## config.mk

```make
export PLATFORM = sky130hd
export DESIGN_NAME = tsu_bus_master_flat
export DESIGN_NICKNAME = d
export VERILOG_FILES = /design/src/rtl/tsu_bus_master_pkg.sv /design/src/rtl/tsu_bus_master_if.sv /design/src/rtl/tsu_bus_cmd_fifo.sv /design/src/rtl/tsu_bus_master.sv /design/src/flat_wrapper.sv
export SDC_FILE = /design/constraint.sdc
export NUM_CORES = 1
export LEC_CHECK = 0
export BUFFER_PORTS_ARGS = -buffer_cell sky130_fd_sc_hd__buf_2
export CAP_MARGIN = 20
export CORE_UTILIZATION = 56
export CTS_CLUSTER_DIAMETER = 200
export DETAILED_ROUTE_END_ITERATION = 8
export PLACE_DENSITY = 0.9
export SLEW_MARGIN = 10
export SYNTH_ARGS = -nofsm -noshare
export SYNTH_HDL_FRONTEND = slang
export SYNTH_SLANG_ARGS = --single-unit
```

## constraint.sdc

```tcl
create_clock -name bus2ip_clk -period 4 [get_ports bus2ip_clk]
set_input_delay 0.8 -clock bus2ip_clk [delete_from_list [all_inputs] [get_ports bus2ip_clk]]
set_output_delay 0.8 -clock bus2ip_clk [all_outputs]
set_load 0.01 [all_outputs]
```

## src/rtl/tsu_bus_master_pkg.sv

```systemverilog
// tsu_bus_master shared types: FSM states, FIFO depth default and command word.
// Command word layout is {wr, addr[31:0], wdata[31:0]} = 65 bits.
package tsu_bus_master_pkg;

  localparam int TSU_BM_FIFO_DEPTH = 4;
  localparam int TSU_BM_CMD_W = 65;

  typedef enum logic [1:0] {
    TSU_BM_IDLE    = 2'd0,
    TSU_BM_ISSUE   = 2'd1,
    TSU_BM_RD_WAIT = 2'd2,
    TSU_BM_RESP    = 2'd3
  } tsu_bm_state_e;

  typedef struct packed {
    logic        wr;
    logic [31:0] addr;
    logic [31:0] wdata;
  } tsu_bm_cmd_t;

endpackage

```

## src/rtl/tsu_bus_master_if.sv

```systemverilog
// tsu_bus_master_if: request/response channels and register bus signals.
// master = the bus master block, slave = host agent plus bus slave side.
interface tsu_bus_master_if;

  logic        req_valid_i;
  logic        req_ready_o;
  logic        req_wr_i;
  logic [31:0] req_addr_i;
  logic [31:0] req_wdata_i;
  logic        rsp_valid_o;
  logic        rsp_ready_i;
  logic        rsp_wr_o;
  logic [31:0] rsp_addr_o;
  logic [31:0] rsp_rdata_o;
  logic [31:0] bus2ip_addr_o;
  logic [31:0] bus2ip_data_o;
  logic        bus2ip_rd_ce_o;
  logic        bus2ip_wr_ce_o;
  logic [31:0] ip2bus_data_i;
  logic        busy_o;

  modport master (
    input  req_valid_i, req_wr_i, req_addr_i,
    input  req_wdata_i, rsp_ready_i, ip2bus_data_i,
    output req_ready_o, rsp_valid_o, rsp_wr_o,
    output rsp_addr_o, rsp_rdata_o, bus2ip_addr_o,
    output bus2ip_data_o, bus2ip_rd_ce_o,
    output bus2ip_wr_ce_o, busy_o
  );

  modport slave (
    output req_valid_i, req_wr_i, req_addr_i,
    output req_wdata_i, rsp_ready_i, ip2bus_data_i,
    input  req_ready_o, rsp_valid_o, rsp_wr_o,
    input  rsp_addr_o, rsp_rdata_o, bus2ip_addr_o,
    input  bus2ip_data_o, bus2ip_rd_ce_o,
    input  bus2ip_wr_ce_o, busy_o
  );

endinterface

```

## src/rtl/tsu_bus_cmd_fifo.sv

```systemverilog
// tsu_bus_cmd_fifo: synchronous command FIFO with wrap-bit pointers.
// Ports: clk, rst_n (sync, active low), push/din, pop/dout, full, empty.
module tsu_bus_cmd_fifo
  import tsu_bus_master_pkg::*;
#(
  parameter int DEPTH = TSU_BM_FIFO_DEPTH
) (
  input  logic        clk,
  input  logic        rst_n,
  input  logic        push,
  input  tsu_bm_cmd_t din,
  input  logic        pop,
  output tsu_bm_cmd_t dout,
  output logic        full,
  output logic        empty
);

  localparam int AW = $clog2(DEPTH);

  logic [AW:0] wr_ptr;
  logic [AW:0] rd_ptr;
  tsu_bm_cmd_t mem [DEPTH];

  always_ff @(posedge clk) begin
    if (!rst_n) begin
      wr_ptr <= '0;
      rd_ptr <= '0;
    end else begin
      if (push) wr_ptr <= wr_ptr + (AW+1)'(1);
      if (pop)  rd_ptr <= rd_ptr + (AW+1)'(1);
    end
  end

  always_ff @(posedge clk) begin
    if (push) mem[wr_ptr[AW-1:0]] <= din;
  end

  assign dout  = mem[rd_ptr[AW-1:0]];
  assign empty = (wr_ptr == rd_ptr);
  assign full  = (wr_ptr[AW] != rd_ptr[AW]) &&
                 (wr_ptr[AW-1:0] == rd_ptr[AW-1:0]);

endmodule

```

## src/rtl/tsu_bus_master.sv

```systemverilog
// tsu_bus_master: queues single-word commands and runs one register bus access at a time.
// Ports: bus2ip_clk, bus2ip_rst_n (sync, active low), bm (tsu_bus_master_if.master:
// req/rsp channels, bus2ip_* strobes/addr/data, ip2bus_data_i, busy_o).
// TSU_BUS_MASTER_CNT_EN adds rd_cnt_o/wr_cnt_o access counters.
module tsu_bus_master
  import tsu_bus_master_pkg::*;
#(
  parameter int FIFO_DEPTH = TSU_BM_FIFO_DEPTH,
  parameter int RD_LAT     = 1
) (
  input  logic               bus2ip_clk,
  input  logic               bus2ip_rst_n,
  tsu_bus_master_if.master   bm
`ifdef TSU_BUS_MASTER_CNT_EN
  ,
  output logic [15:0]        rd_cnt_o,
  output logic [15:0]        wr_cnt_o
`endif
);

  tsu_bm_state_e state_q;
  tsu_bm_state_e state_d;
  tsu_bm_cmd_t   push_cmd;
  tsu_bm_cmd_t   pop_cmd;
  logic          full;
  logic          empty;
  logic          push;
  logic          pop;
  logic [2:0]    wait_q;
  logic [2:0]    wait_d;
  logic          cmd_wr_q;
  logic [31:0]   addr_q;
  logic [31:0]   data_q;
  logic [31:0]   rdata_q;
  logic          issue;
  logic          capture;

  assign push          = bm.req_valid_i && !full;
  assign push_cmd.wr    = bm.req_wr_i;
  assign push_cmd.addr  = bm.req_addr_i;
  assign push_cmd.wdata = bm.req_wdata_i;

  tsu_bus_cmd_fifo #(
    .DEPTH (FIFO_DEPTH)
  ) u_fifo (
    .clk   (bus2ip_clk),
    .rst_n (bus2ip_rst_n),
    .push  (push),
    .din   (push_cmd),
    .pop   (pop),
    .dout  (pop_cmd),
    .full  (full),
    .empty (empty)
  );

  always_comb begin
    state_d = state_q;
    wait_d  = wait_q;
    pop     = 1'b0;
    unique case (state_q)
      TSU_BM_IDLE: begin
        if (!empty) begin
          pop     = 1'b1;
          state_d = TSU_BM_ISSUE;
        end
      end
      TSU_BM_ISSUE: begin
        if (cmd_wr_q) begin
          state_d = TSU_BM_RESP;
        end else begin
          wait_d  = 3'(RD_LAT - 1);
          state_d = TSU_BM_RD_WAIT;
        end
      end
      TSU_BM_RD_WAIT: begin
        if (wait_q == 3'd0) state_d = TSU_BM_RESP;
        else                wait_d  = wait_q - 3'd1;
      end
      TSU_BM_RESP: begin
        if (bm.rsp_ready_i) state_d = TSU_BM_IDLE;
      end
      default: state_d = TSU_BM_IDLE;
    endcase
  end

  assign issue   = (state_q == TSU_BM_ISSUE);
  assign capture = (state_q == TSU_BM_RD_WAIT) &&
                   (wait_q == 3'd0);

  always_ff @(posedge bus2ip_clk) begin
    if (!bus2ip_rst_n) begin
      state_q  <= TSU_BM_IDLE;
      wait_q   <= '0;
      cmd_wr_q <= 1'b0;
      addr_q   <= '0;
      data_q   <= '0;
      rdata_q  <= '0;
    end else begin
      state_q <= state_d;
      wait_q  <= wait_d;
      if (pop) begin
        cmd_wr_q <= pop_cmd.wr;
        addr_q   <= pop_cmd.addr;
        data_q   <= pop_cmd.wdata;
      end
      if (issue && cmd_wr_q) rdata_q <= '0;
      if (capture)           rdata_q <= bm.ip2bus_data_i;
    end
  end

  assign bm.req_ready_o    = !full;
  assign bm.rsp_valid_o    = (state_q == TSU_BM_RESP);
  assign bm.rsp_wr_o       = cmd_wr_q;
  assign bm.rsp_addr_o     = addr_q;
  assign bm.rsp_rdata_o    = rdata_q;
  assign bm.bus2ip_addr_o  = addr_q;
  assign bm.bus2ip_data_o  = data_q;
  assign bm.bus2ip_rd_ce_o = issue && !cmd_wr_q;
  assign bm.bus2ip_wr_ce_o = issue && cmd_wr_q;
  assign bm.busy_o         = (state_q != TSU_BM_IDLE) || !empty;

`ifdef TSU_BUS_MASTER_CNT_EN
  logic [15:0] rd_cnt_q;
  logic [15:0] wr_cnt_q;

  always_ff @(posedge bus2ip_clk) begin
    if (!bus2ip_rst_n) begin
      rd_cnt_q <= '0;
      wr_cnt_q <= '0;
    end else if (issue) begin
      if (cmd_wr_q) wr_cnt_q <= wr_cnt_q + 16'd1;
      else          rd_cnt_q <= rd_cnt_q + 16'd1;
    end
  end

  assign rd_cnt_o = rd_cnt_q;
  assign wr_cnt_o = wr_cnt_q;
`endif

endmodule
```

## src/flat_wrapper.sv

```systemverilog
// flat-port wrapper written by rule: the top's interface ports become plain ports
module tsu_bus_master_flat import tsu_bus_master_pkg::*;
#(
  parameter int FIFO_DEPTH = TSU_BM_FIFO_DEPTH,
  parameter int RD_LAT     = 1
)
  (bus2ip_clk, bus2ip_rst_n, bm_req_valid_i, bm_req_wr_i, bm_req_addr_i, bm_req_wdata_i, bm_rsp_ready_i, bm_ip2bus_data_i, bm_req_ready_o, bm_rsp_valid_o, bm_rsp_wr_o, bm_rsp_addr_o, bm_rsp_rdata_o, bm_bus2ip_addr_o, bm_bus2ip_data_o, bm_bus2ip_rd_ce_o, bm_bus2ip_wr_ce_o, bm_busy_o);
  tsu_bus_master_if bm_i ();
  input  logic bus2ip_clk;
  input  logic bus2ip_rst_n;
  input wire logic [$bits(bm_i.req_valid_i)-1:0] bm_req_valid_i;
  input wire logic [$bits(bm_i.req_wr_i)-1:0] bm_req_wr_i;
  input wire logic [$bits(bm_i.req_addr_i)-1:0] bm_req_addr_i;
  input wire logic [$bits(bm_i.req_wdata_i)-1:0] bm_req_wdata_i;
  input wire logic [$bits(bm_i.rsp_ready_i)-1:0] bm_rsp_ready_i;
  input wire logic [$bits(bm_i.ip2bus_data_i)-1:0] bm_ip2bus_data_i;
  output wire logic [$bits(bm_i.req_ready_o)-1:0] bm_req_ready_o;
  output wire logic [$bits(bm_i.rsp_valid_o)-1:0] bm_rsp_valid_o;
  output wire logic [$bits(bm_i.rsp_wr_o)-1:0] bm_rsp_wr_o;
  output wire logic [$bits(bm_i.rsp_addr_o)-1:0] bm_rsp_addr_o;
  output wire logic [$bits(bm_i.rsp_rdata_o)-1:0] bm_rsp_rdata_o;
  output wire logic [$bits(bm_i.bus2ip_addr_o)-1:0] bm_bus2ip_addr_o;
  output wire logic [$bits(bm_i.bus2ip_data_o)-1:0] bm_bus2ip_data_o;
  output wire logic [$bits(bm_i.bus2ip_rd_ce_o)-1:0] bm_bus2ip_rd_ce_o;
  output wire logic [$bits(bm_i.bus2ip_wr_ce_o)-1:0] bm_bus2ip_wr_ce_o;
  output wire logic [$bits(bm_i.busy_o)-1:0] bm_busy_o;
  assign bm_i.req_valid_i = bm_req_valid_i;
  assign bm_i.req_wr_i = bm_req_wr_i;
  assign bm_i.req_addr_i = bm_req_addr_i;
  assign bm_i.req_wdata_i = bm_req_wdata_i;
  assign bm_i.rsp_ready_i = bm_rsp_ready_i;
  assign bm_i.ip2bus_data_i = bm_ip2bus_data_i;
  assign bm_req_ready_o = bm_i.req_ready_o;
  assign bm_rsp_valid_o = bm_i.rsp_valid_o;
  assign bm_rsp_wr_o = bm_i.rsp_wr_o;
  assign bm_rsp_addr_o = bm_i.rsp_addr_o;
  assign bm_rsp_rdata_o = bm_i.rsp_rdata_o;
  assign bm_bus2ip_addr_o = bm_i.bus2ip_addr_o;
  assign bm_bus2ip_data_o = bm_i.bus2ip_data_o;
  assign bm_bus2ip_rd_ce_o = bm_i.bus2ip_rd_ce_o;
  assign bm_bus2ip_wr_ce_o = bm_i.bus2ip_wr_ce_o;
  assign bm_busy_o = bm_i.busy_o;
  tsu_bus_master #(.FIFO_DEPTH(FIFO_DEPTH), .RD_LAT(RD_LAT)) u_core (.bus2ip_clk(bus2ip_clk), .bus2ip_rst_n(bus2ip_rst_n), .bm(bm_i));
endmodule
```

**Yosys cells after proc, flatten, opt, wreduce, memory -nomap -nowiden**

Memory sizes are Yosys's and may differ from the RTL's. A register that Yosys moved wholly into a read port is not among the register bits.
Index checks and enable logic that the tools add are counted.

- Word-level logic and storage cells: 51
- Memories kept: 1
- Flip-flop bits (word level): 43
- Output and inout port bits: 134
- Memory bits (writable): 260
- Input bits: 101

Memories:

| memory | words | width | read ports | clocked after memory_dff | write ports | line | RTL |
|---|---|---|---|---|---|---|---|
| u_core.u_fifo.mem | 4 | 65 | 1 | 1 | 1 | tsu_bus_cmd_fifo.sv:22 | `tsu_bm_cmd_t mem [DEPTH];` |

- Mux-type cells: 14
- Equal/unequal tests: 11
- Add/subtract/negate cells: 3
- Reductions and logical operators: 17

Operators with widths:

| kind | number |
|---|---|
| 32-bit 2-to-1 mux | 2 |
| 2-bit != test (second input constant) | 5 |
| 2-bit one-hot mux with 4 select lines | 1 |
| 3-bit by 1-bit adder with 3-bit output (second input constant) | 2 |
| 2-bit 2-to-1 mux | 3 |
| 3-bit 2-to-1 mux | 2 |
| 3-bit one-hot mux with 2 select lines | 1 |
| 3-bit AND reduction | 2 |
| 2-bit nonzero test | 3 |
| 1-bit logical AND | 5 |
| 1-bit 2-to-1 mux | 5 |
| 2-bit equality test (second input constant) | 2 |
| 1-bit logical NOT | 4 |
| 3-bit equality test | 1 |
| 3-bit logical NOT | 1 |
| 3-bit by 1-bit subtractor with 3-bit output (second input constant) | 1 |
| 2-bit by 1-bit equality test with 1-bit output (second input constant) | 1 |
| 2-bit equality test | 1 |
| 2-bit logical NOT | 1 |
| 1-bit logical OR | 1 |
| 1-bit != test | 1 |

**Depth between registers and ports, before layout**

Gate-level depths: netlist of the first run.

- Depth after elaboration: 6
- Gate-level depth with buffers: 9
- Gate-level depth less buffers: 7

**Cells and area by module**

A second synthesis of the first run with hierarchy kept.

- Cell total of the unflattened synthesis: 883
- Area, all modules: 14102.3 um2

By module, submodules not included:

| module | area each (um2) | cells an instance | times used | sequential area each (um2) |
|---|---|---|---|---|
| tsu_bus_cmd_fifo | 9826.9 | 380 | 1 | 7967.6 |
| tsu_bus_master | 4275.4 | 503 | 1 | 2042.0 |

**Worst setup path after synthesis of the first run**

OpenSTA, ideal clock, no wires.

- Kind: reg-to-reg
- From: register u_core.u_fifo.rd_ptr[0]
- To: memory u_core.u_fifo.mem[0][0] (netlist name), enable pin
- Data arrival time: 2.620 ns
- Cell stages (with the launch flop): 5
- Library setup time: 0.430 ns
- Clock period less this slack: 3.050 ns
- Setup slack: 0.950 ns
- Data required time: 3.570 ns
- Path buffers: 1
- Path through: dfxtp_1 buf_2 xor2_1 o31a_1 and2_1

- Cells in the longest elaborated chain, start to end: 6

RTL lines:

| item | line | RTL |
|---|---|---|
| start, declared | tsu_bus_cmd_fifo.sv:21 | `logic [AW:0] rd_ptr;` |
| start signal, assigned | tsu_bus_cmd_fifo.sv:30 | `if (pop) rd_ptr <= rd_ptr + (AW+1)'(1);` |
| 2-bit equality test | tsu_bus_cmd_fifo.sv:41 | `(wr_ptr[AW-1:0] == rd_ptr[AW-1:0]);` |
| 1-bit logical AND | tsu_bus_cmd_fifo.sv:40 | `assign full = (wr_ptr[AW] != rd_ptr[AW]) &&` |
| 1-bit logical NOT | tsu_bus_master.sv:38 | `assign push = bm.req_valid_i && !full;` |
| 1-bit logical AND | tsu_bus_master.sv:38 |  |
| 1-bit 2-to-1 mux | tsu_bus_cmd_fifo.sv:35 | `if (push) mem[wr_ptr[AW-1:0]] <= din;` |
| 1-bit 2-to-1 mux (implied by the code) | tsu_bus_cmd_fifo.sv:35 |  |
| end, declared | tsu_bus_cmd_fifo.sv:22 |  |

Every way passes these cells.

**Worst setup path after layout of the first run**

- From: register u_core.u_fifo.wr_ptr[0]
- To: memory u_core.u_fifo.mem[3][59] (netlist name), enable pin

- Cells in the longest elaborated chain, start to end: 6

RTL lines:

| item | line | RTL |
|---|---|---|
| start, declared | tsu_bus_cmd_fifo.sv:20 | `logic [AW:0] wr_ptr;` |
| start signal, assigned | tsu_bus_cmd_fifo.sv:29 | `if (push) wr_ptr <= wr_ptr + (AW+1)'(1);` |
| 2-bit equality test | tsu_bus_cmd_fifo.sv:41 |  |
| 1-bit logical AND | tsu_bus_cmd_fifo.sv:40 |  |
| 1-bit logical NOT | tsu_bus_master.sv:38 |  |
| 1-bit logical AND | tsu_bus_master.sv:38 |  |
| 1-bit 2-to-1 mux | tsu_bus_cmd_fifo.sv:35 |  |
| 1-bit 2-to-1 mux (implied by the code) | tsu_bus_cmd_fifo.sv:35 |  |

Parallel ways exist; a longest one is shown, timed or not.

==> flow_metrics.py, run 1 <==
metrics = {
    "sta": {
        "post-route-min-period_ns": 2.709,
        "setup-violations-final": 0,
        "worst_slew_pin_slew_ns": 1.008,
        "whs_ns": 0.4636,
        "rsz0062_at_grt": "no",
        "drv_slew": 0,
        "slew_headroom": 0.3283,
        "fin_crit_sh": 0.6773,
        "hold_viol": 0,
        "fmax_ghz": 0.3691,
        "fin_tns_setup_ns": 0,
        "worst_clock_skew_ns": 0.007976,
        "postLayoutSetupSlackWorst_ns": 1.291,
    },
    "clock_tree": {
        "cts-root-buf": "clkbuf_16",
        "cts.sinks": 368,
        "cts_buffers": 37,
        "clk_path_buf_depth": 3,
        "cts_tree": "done",
        "clk_pin_slew_worst_paths_ns": 0.06,
        "cts_hold_buf": 0,
        "insertion_delay_ns": 0.51,
        "ctsResizeCount": 0,
        "postCtsSetupRepairBufs": 0,
        "htreeDepth": 2,
    },
    "placed_design": {
        "port_buffers": 234,
        "pre_cts_ws_ns": 1.148,
        "place_hpwl_mm": 17.20,
        "routabilityCongestion": 0.7315,
    },
    "global_routing": {
        "grt_max_degree": 136,
        "grt_pass1_vias": 7798,
        "gr-total-overflow": 0,
        "grt_usage": 0.2245,
        "antenna_found_initial": 10,
        "grt_first_pass_wirelength_mm": 41.61,
    },
    "die": {
        "top_level_ports": 235,
        "die_area_sq_um": 25170,
        "die_y_um": 158.7,
        "row_count": 56,
        "fp.dieW_um": 158.7,
        "start_util": 0.5786,
        "coreArea_sq_um": 23750,
    },
    "layout": {
        "fillerInstances": 1561,
        "synthToLayoutAreaGrowth_pct": 17.72,
        "final_cell_mix": "edfxtp_1 (260), buf_2 (233), dfxtp_1 (106), nand2_1 (74), nand3_1 (67)",
        "final_util": 0.6812,
        "final_common_cell": "edfxtp_1",
        "fin_nets": 1169,
        "final_layout_size_suffix_gt1_frac": 0.3462,
    },
    "routing": {
        "ant_nets": 0,
        "drc_errors": 0,
        "wirelength_mm": 28.40,
        "drtIter0Drc": 699,
        "vias": 7883,
        "dr.pass1.iters": 5,
        "drt-wirelength-per-cell_um": 20.15,
        "routed_via_density": 5.595,
    },
    "yosys": {
        "ys_ff_latch": 368,
        "postSynth.asyncResetShare": 0,
        "yosys.cell_types.count": 31,
        "synth-seq-area-share": 0.7254,
        "synth_edf_count": 260,
        "synth_flop_cell": "edfxtp_1",
        "syn_nets": 970,
        "syn_area_sq_um": 13740,
        "netlist_instances": 858,
        "syn_area_per_cell_sq_um": 16.02,
        "yosys_warnings": 0,
    },
    "power_and_ir_drop": {
        "power_per_cell_area_nw_per_um2": 662.2,
        "worst_ir_drop_vdd_uv": 558.9,
        "p_leak_nw": 6.017,
        "power_mw": 10.71,
    },
    "outcome": {
        "status": "completed",
    },
    "job": {
        "drv_cap": 0,
    },
    "worst_setup_path": {
        "start_kind": "flip-flop",
        "path_class": "reg -> reg",
        "cp-end-kind": "flip-flop",
        "required_ns": 4.24,
        "cp.arrival_ns": 2.94,
        "cp_max_fo": 40,
    },
    "min_path": {
        "min_path_type": "reg -> reg",
    },
}
==> per-layer routing <==
| metal | GRT usage | part of all wire |
|---|---|---|
| met1 | 0.2588 | 0.38 |
| met2 | 0.4054 | 0.52 |
| met3 | 0.06206 | 0.080 |
| met4 | 0.06868 | 0.020 |
| met5 | 0 | 0.0025 |
==> area by class of cell <==
class / instances / area, sq um / area share
well taps: 319 / 399.1 / 0.02467
diodes: 4 / 10.01 / 0.0006187
clock inverters: 18 / 166.4 / 0.01029
flip-flops and latches: 368 / 9977 / 0.6167
clock buffers: 50 / 1027 / 0.06349
multi-input cells: 390 / 3206 / 0.1981
inverters: 13 / 50.05 / 0.003093
repair buffers: 247 / 1344 / 0.08306
==> logic make-up (layout without fill, tap and decap cells) <==
family / Yosys count / count (layout) / synth area share
flip-flops: 368 / 368 / 0.7254
AND/OR/NAND/NOR: 190 / 190 / 0.05981
AO/OA/AOI/OAI: 117 / 117 / 0.05162
buffers and inverters: 100 / 328 / 0.04215
multiplexers: 66 / 66 / 0.1072
adder cells (fa/ha/maj): 11 / 11 / 0.01001
XOR/XNOR: 6 / 6 / 0.003823
other: 0 / 4 / 0
==> stage by stage <==
stage	instances	instance area, sq um
after detailed placement	1335	14950
after CTS	1403	16140
after global placement	1334	14920
final	1409	16180
after floorplan	858	13740
after global routing	1407	16170
==> worst paths after layout <==
check	startpoint	to	slack, ns	depth (start not counted)
setup / recovery	u_core.u_fifo.wr_ptr[0]	u_core.u_fifo.mem[3][59]	1.29	4
hold / removal	u_core.bm.bus2ip_data_o[12]	u_core.bm.bus2ip_data_o[12]	0.46	2
setup reg to reg	u_core.u_fifo.wr_ptr[0]	u_core.u_fifo.mem[3][59]	1.29	4
hold reg to reg	u_core.bm.bus2ip_data_o[12]	u_core.bm.bus2ip_data_o[12]	0.46	2
==> critical path: stages (launching register included) <==
cell,delay [ns]
dfxtp_1,0.43
xor2_1,0.19
o311ai_0,0.68
clkinv_2,0.68
buf_12,0.42
==> report_power, final <==
part           leakage, nW  switching [mW]  internal (mW)
Sequential            3.27           0.279           4.61
Combinational         2.15            1.43           1.04
Clock                0.597            1.35           2.00
Total                 6.02            3.06           7.65
==> synth_stat cells (11+ instances only) <==
| cell type | count | area (sq um) |
|---|---|---|
| dfxtp_1 | 108 | 2162 |
| nand3_1 | 67 | 335.3 |
| o21ai_0 | 58 | 290.3 |
| nor2_1 | 38 | 142.6 |
| clkbuf_1 | 29 | 108.9 |
| mux4_2 | 65 | 1464 |
| a22oi_1 | 34 | 255.2 |
| buf_4 | 37 | 277.8 |
| ha_1 | 11 | 137.6 |
| edfxtp_1 | 260 | 7807 |
| inv_1 | 13 | 48.80 |
| nand2_1 | 74 | 277.8 |
| o21ai_1 | 11 | 55.05 |
==> state kept, by name, summed over array words and instances (netlist names) <==
name                     count
u_core.u_fifo.rd_ptr         3
u_core.u_fifo.wr_ptr         3
u_core.wait_q                3
u_core.bm.bus2ip_addr_o     32
u_core.u_fifo.mem          260
u_core.state_q               2
u_core.bm.rsp_rdata_o       32
u_core.bm.bus2ip_data_o     32
u_core.bm.rsp_wr_o           1
Note: power is estimated with default switching activity, not from simulation.
==> run 2, diff against run 1 <==
- clock period: 4 -> 2.54 ns (I/O delays scaled with it)
==> flow_metrics.py, run 2 (synthesis gave the netlist of run 1 again) <==
metrics = {
    "sta": {
        "drv_slew": 0,
        "worst_slew_pin_slew_ns": 0.5800,
        "post-route-min-period_ns": 2.268,
        "rsz0062_at_grt": "no",
        "slew_headroom": 0.6134,
        "worst_clock_skew_ns": 0.02145,
        "fmax_ghz": 0.4409,
        "fin_crit_sh": 0.8929,
        "setup-violations-final": 0,
        "hold_viol": 0,
        "fin_tns_setup_ns": 0,
    },
    "job": {
        "drv_cap": 0,
    },
    "worst_setup_path": {
        "start_kind": "flip-flop",
        "rr_worst_depth": 5,
        "reg2reg_slack_ns": 0.53,
        "required_ns": 2.03,
        "path_class": "reg -> out",
        "cp_max_fo": 5,
        "cp.arrival_ns": 1.76,
        "cp-end-kind": "output port",
        "timing.rr.start": "u_core.u_fifo.rd_ptr[1]",
        "reg2reg_to": "u_core.bm.bus2ip_addr_o[6]",
    },
    "clock_tree": {
        "clk_path_buf_depth": 3,
        "cts.sinks": 368,
        "htreeDepth": 2,
        "ctsResizeCount": 0,
        "cts-root-buf": "clkbuf_16",
        "cts_tree": "done",
        "cts_hold_buf": 0,
        "insertion_delay_ns": 0.51,
        "postCtsSetupRepairBufs": 0,
        "clk_pin_slew_worst_paths_ns": 0.06,
        "cts_buffers": 37,
    },
    "global_routing": {
        "grt_pass1_vias": 7404,
        "grt_first_pass_wirelength_mm": 39.59,
        "grt_max_degree": 77,
        "gr-total-overflow": 0,
        "antenna_found_initial": 2,
        "grt_usage": 0.2113,
    },
    "min_path": {
        "min_path_type": "in -> reg",
        "min_to": "u_core.u_fifo.mem[2][15]",
        "holdPathStages": 1,
        "hold_start": "bm_req_wdata_i[15]",
    },
    "layout": {
        "final_cell_mix": "edfxtp_1 (260), buf_2 (233), dfxtp_1 (106), nand2_1 (74), nand3_1 (67)",
        "final_layout_size_suffix_gt1_frac": 0.3477,
        "synthToLayoutAreaGrowth_pct": 18.09,
        "fin_cells": 1413,
        "fin_nets": 1177,
        "largest_reg_flops": 260,
        "fillerInstances": 1545,
        "final_common_cell": "edfxtp_1",
    },
    "power_and_ir_drop": {
        "p_sw_mw": 4.827,
        "p_int_mw": 11.87,
        "worst_ir_drop_vdd_uv": 739.5,
        "swShare": 0.2891,
        "comb_power_share": 0.238,
        "seqPwrFrac": 0.463,
        "p_clk_frac": 0.299,
        "p_leak_nw": 6.022,
        "power_per_cell_area_nw_per_um2": 1029,
    },
    "routing": {
        "dr.pass1.iters": 5,
        "drc_errors": 0,
        "drtIter0Drc": 602,
        "drt-wirelength-per-cell_um": 19.16,
        "wirelength_mm": 27.08,
        "ant_nets": 0,
        "vias": 7860,
        "routed_via_density": 5.563,
    },
    "die": {
        "top_level_ports": 235,
        "coreArea_sq_um": 23750,
        "start_util": 0.5786,
        "die_area_sq_um": 25170,
        "row_count": 56,
        "die_y_um": 158.7,
        "fp.dieW_um": 158.7,
    },
    "placed_design": {
        "numPlacedInstances": 1345,
        "routabilityCongestion": 0.7296,
        "port_buffers": 234,
        "place_hpwl_mm": 16.83,
    },
    "outcome": {
        "status": "completed",
    },
}
==> run 2: cell count changes in the layout (fill, tap and decap cells not counted), moves of 3 or more <==
cell | previous run | this run
diode_2 | 4 | 1
buf_4 | 8 | 11
buf_12 | 3 | 11
clkbuf_1 | 10 | 14
clkinv_2 | 13 | 7
==> run 2: worst max-delay path by stage <==
stage                                       start                     endpoint  slack (ns)  cells past startpoint
after floorplan           u_core.u_fifo.rd_ptr[0]      u_core.u_fifo.mem[3][0]        0.06                      4
after global placement    u_core.u_fifo.rd_ptr[1]  u_core.bm.bus2ip_data_o[31]        0.56                      5
after detailed placement  u_core.u_fifo.rd_ptr[1]  u_core.bm.bus2ip_data_o[28]        0.48                      5
after CTS                 u_core.u_fifo.wr_ptr[0]                    bm_busy_o        0.26                      5
after global routing      u_core.u_fifo.wr_ptr[0]                    bm_busy_o        0.19                      5
final                     u_core.u_fifo.wr_ptr[0]                    bm_busy_o        0.27                      5
==> run 2: layout make-up <==
cell class / instances / area, sq um / share of cell area
Antenna cell: 1 / 2.502 / 0.0001542
Clock buffer: 54 / 1020 / 0.06283
Clock inverter: 13 / 97.59 / 0.006013
Inverter: 13 / 52.55 / 0.003238
Multi-Input combinational cell: 390 / 3213 / 0.1980
Sequential cell: 368 / 9977 / 0.6147
Tap cell: 319 / 399.1 / 0.02459
Timing Repair Buffer: 255 / 1469 / 0.09050
==> run 2: power groups by stage <==
stage / clock, mW / sequential (mW) / combinational (mW)
floorplan: 0 / 8.01 / 2.63
global placement: 0 / 7.80 / 3.88
detailed placement: 0 / 7.85 / 4.00
CTS: 5.09 / 7.74 / 4.03
global route: 5.32 / 7.82 / 4.36
finish: 4.99 / 7.74 / 3.97
==> run 2: metrics by stage <==
step                        util  cell area, sq um  power, mW  setup slack, ns  hold slack [ns]
after floorplan                -             13760      10.64          0.06479           0.4584
after global placement    0.6362             15110      11.68           0.5638           0.4416
after detailed placement  0.6362             15110      11.85           0.4807           0.4449
after CTS                 0.6832             16230      16.86           0.2617           0.1854
after global routing      0.6832             16230      17.50           0.1934           0.1906
final                     0.6833             16230      16.70           0.2720           0.2066
==> run 2: critical path, stage by stage, from the launching register on <==
cell and delay [ns]:
dfxtp_1 0.43, xor2_1 0.11, buf_4 0.17, nor3_1 0.29
nand2_1 0.12, buf_2 0.15
==> run 2: layer usage <==
metal,routed length [um],vias to the layer above,global-route usage
met2,14190,280,0.3835
li1,-,3649,-
met5,8,-,0
met1,10690,3881,0.2527
met4,535,2,0.06639
met3,1661,48,0.04192
==> run 3, diff against run 2 <==
- PLACE_DENSITY: 0.9 -> not set
- PLACE_DENSITY_LB_ADDON: not set -> 0.25
- SLEW_MARGIN: 10 -> 30
==> flow_metrics.py, run 3 (synthesis gave the netlist of run 1 again) <==
metrics = {
    "placed_design": {
        "routabilityCongestion": 0.7139,
        "port_buffers": 234,
        "numPlacedInstances": 1343,
        "pre_cts_ws_ns": 0.4075,
        "place_hpwl_mm": 14.99,
    },
    "layout": {
        "final_cell_mix": "edfxtp_1 (260), buf_2 (233), dfxtp_1 (106), nand2_1 (74), nand3_1 (67)",
        "final_common_cell": "edfxtp_1",
        "final_util": 0.6830,
        "largest_reg_flops": 260,
        "fin_nets": 1176,
        "fin_cells": 1416,
        "synthToLayoutAreaGrowth_pct": 18.04,
        "final_layout_size_suffix_gt1_frac": 0.3440,
    },
    "global_routing": {
        "grt_util_met3": 0.04818,
        "top_usage_layer": "met2",
        "grtUsageMet2": 0.3371,
        "gr-usage-met1": 0.2624,
        "grt_usage": 0.2031,
        "grt_pass1_vias": 7286,
        "grt_first_pass_wirelength_mm": 38.25,
        "gr-total-overflow": 0,
        "grt_max_degree": 95,
        "antenna_found_initial": 7,
    },
    "sta": {
        "fin_tns_setup_ns": 0,
        "fmax_ghz": 0.4370,
        "hold_viol": 0,
        "drv_slew": 0,
        "post-route-min-period_ns": 2.288,
        "fin_crit_sh": 0.9009,
        "postLayoutSetupSlackWorst_ns": 0.2516,
        "rsz0062_at_grt": "no",
        "slew_headroom": 0.5191,
        "setup-violations-final": 0,
        "worst_clock_skew_ns": 0.009987,
        "worst_slew_pin_slew_ns": 0.7213,
    },
    "routing": {
        "dr.pass1.iters": 5,
        "drtIter0Drc": 553,
        "drc_errors": 0,
        "drt-wirelength-per-cell_um": 17.90,
        "wirelength_mm": 25.35,
        "ant_nets": 0,
        "vias": 7645,
        "routed_via_density": 5.399,
    },
    "die": {
        "fp.dieW_um": 158.7,
        "die_y_um": 158.7,
        "die_area_sq_um": 25170,
        "coreArea_sq_um": 23750,
        "row_count": 56,
        "top_level_ports": 235,
        "start_util": 0.5786,
    },
    "worst_setup_path": {
        "reg2reg_slack_ns": 0.41,
        "path_class": "reg -> out",
        "rr_worst_depth": 5,
        "cp.arrival_ns": 1.78,
        "required_ns": 2.03,
        "cp-end-kind": "output port",
        "timing.rr.start": "u_core.u_fifo.wr_ptr[0]",
        "start_kind": "flip-flop",
        "reg2reg_to": "u_core.u_fifo.mem[2][20]",
        "cp_max_fo": 5,
    },
    "clock_tree": {
        "cts_buffers": 37,
        "cts-root-buf": "clkbuf_16",
        "ctsResizeCount": 0,
        "insertion_delay_ns": 0.52,
        "htreeDepth": 2,
        "cts_tree": "done",
        "clk_path_buf_depth": 3,
        "cts_hold_buf": 0,
        "postCtsSetupRepairBufs": 0,
        "cts.sinks": 368,
        "clk_pin_slew_worst_paths_ns": 0.06,
    },
    "power_and_ir_drop": {
        "worst_ir_drop_vdd_uv": 687.3,
        "p_leak_nw": 6.005,
        "power_per_cell_area_nw_per_um2": 1021,
    },
    "job": {
        "drv_cap": 0,
    },
    "min_path": {
        "min_path_type": "in -> reg",
        "holdPathStages": 1,
        "min_to": "u_core.u_fifo.mem[2][25]",
        "hold_start": "bm_req_wdata_i[25]",
    },
    "outcome": {
        "status": "completed",
    },
}
[run 3: cell count changes in the layout (fill, tap and decap cells not counted), sizes merged]
cell	delta
buf	-1
bufinv	-1
clkbuf	+6
clkinv	-3
diode	+3
inv	-1
[run 3: worst max path at each step]
stage | startpoint | to | slack [ns] | cells past startpoint
2_1_floorplan | u_core.u_fifo.rd_ptr[0] | u_core.u_fifo.mem[3][0] | 0.06 | 4
3_3_place_gp | u_core.u_fifo.wr_ptr[0] | u_core.u_fifo.mem[3][35] | 0.43 | 4
3_5_place_dp | u_core.u_fifo.wr_ptr[0] | u_core.u_fifo.mem[3][40] | 0.41 | 4
4_1_cts | u_core.u_fifo.wr_ptr[0] | bm_busy_o | 0.25 | 5
5_1_grt | u_core.u_fifo.wr_ptr[0] | bm_busy_o | 0.17 | 5
6_report | u_core.u_fifo.wr_ptr[0] | bm_busy_o | 0.25 | 5
[run 3: critical path, stage by stage, from the launching register on]
cell and delay [ns]:
dfxtp_1 0.43, xor2_1 0.13, buf_4 0.17, nor3_1 0.29, nand2_1 0.11, buf_2 0.15
[run 3: layer usage]
layer	wire length, um	vias to the layer above
met3	1786	49
met2	12250	247
met5	35	-
met4	536	6
li1	-	3639
met1	10730	3704
[run 3: final cells by class]
class	instances	area, sq um
antenna	4	10.01
clock buffer	60	1075
tap	319	399.1
clock inverter	8	45.04
timing repair buffer	254	1453
inverter	13	52.55
sequential	368	9977
multi-input combinational	390	3213
fill	1644	7528
[run 3: through the flow]
stage	area, sq um	hold slack, ns	power, mW
floorplan	13760	0.4584	10.64
global placement	15070	0.4445	11.66
detailed placement	15070	0.4474	11.75
CTS	16190	0.1806	16.77
global route	16220	0.1853	17.44
finish	16220	0.2077	16.57
[run 3: where the power goes]
group          switching, mW  internal, mW  leakage, nW  total, mW
sequential             0.453          7.26         3.27       7.71
clock                   2.08          2.90        0.543       4.98
combinational           2.19          1.69         2.19       3.88
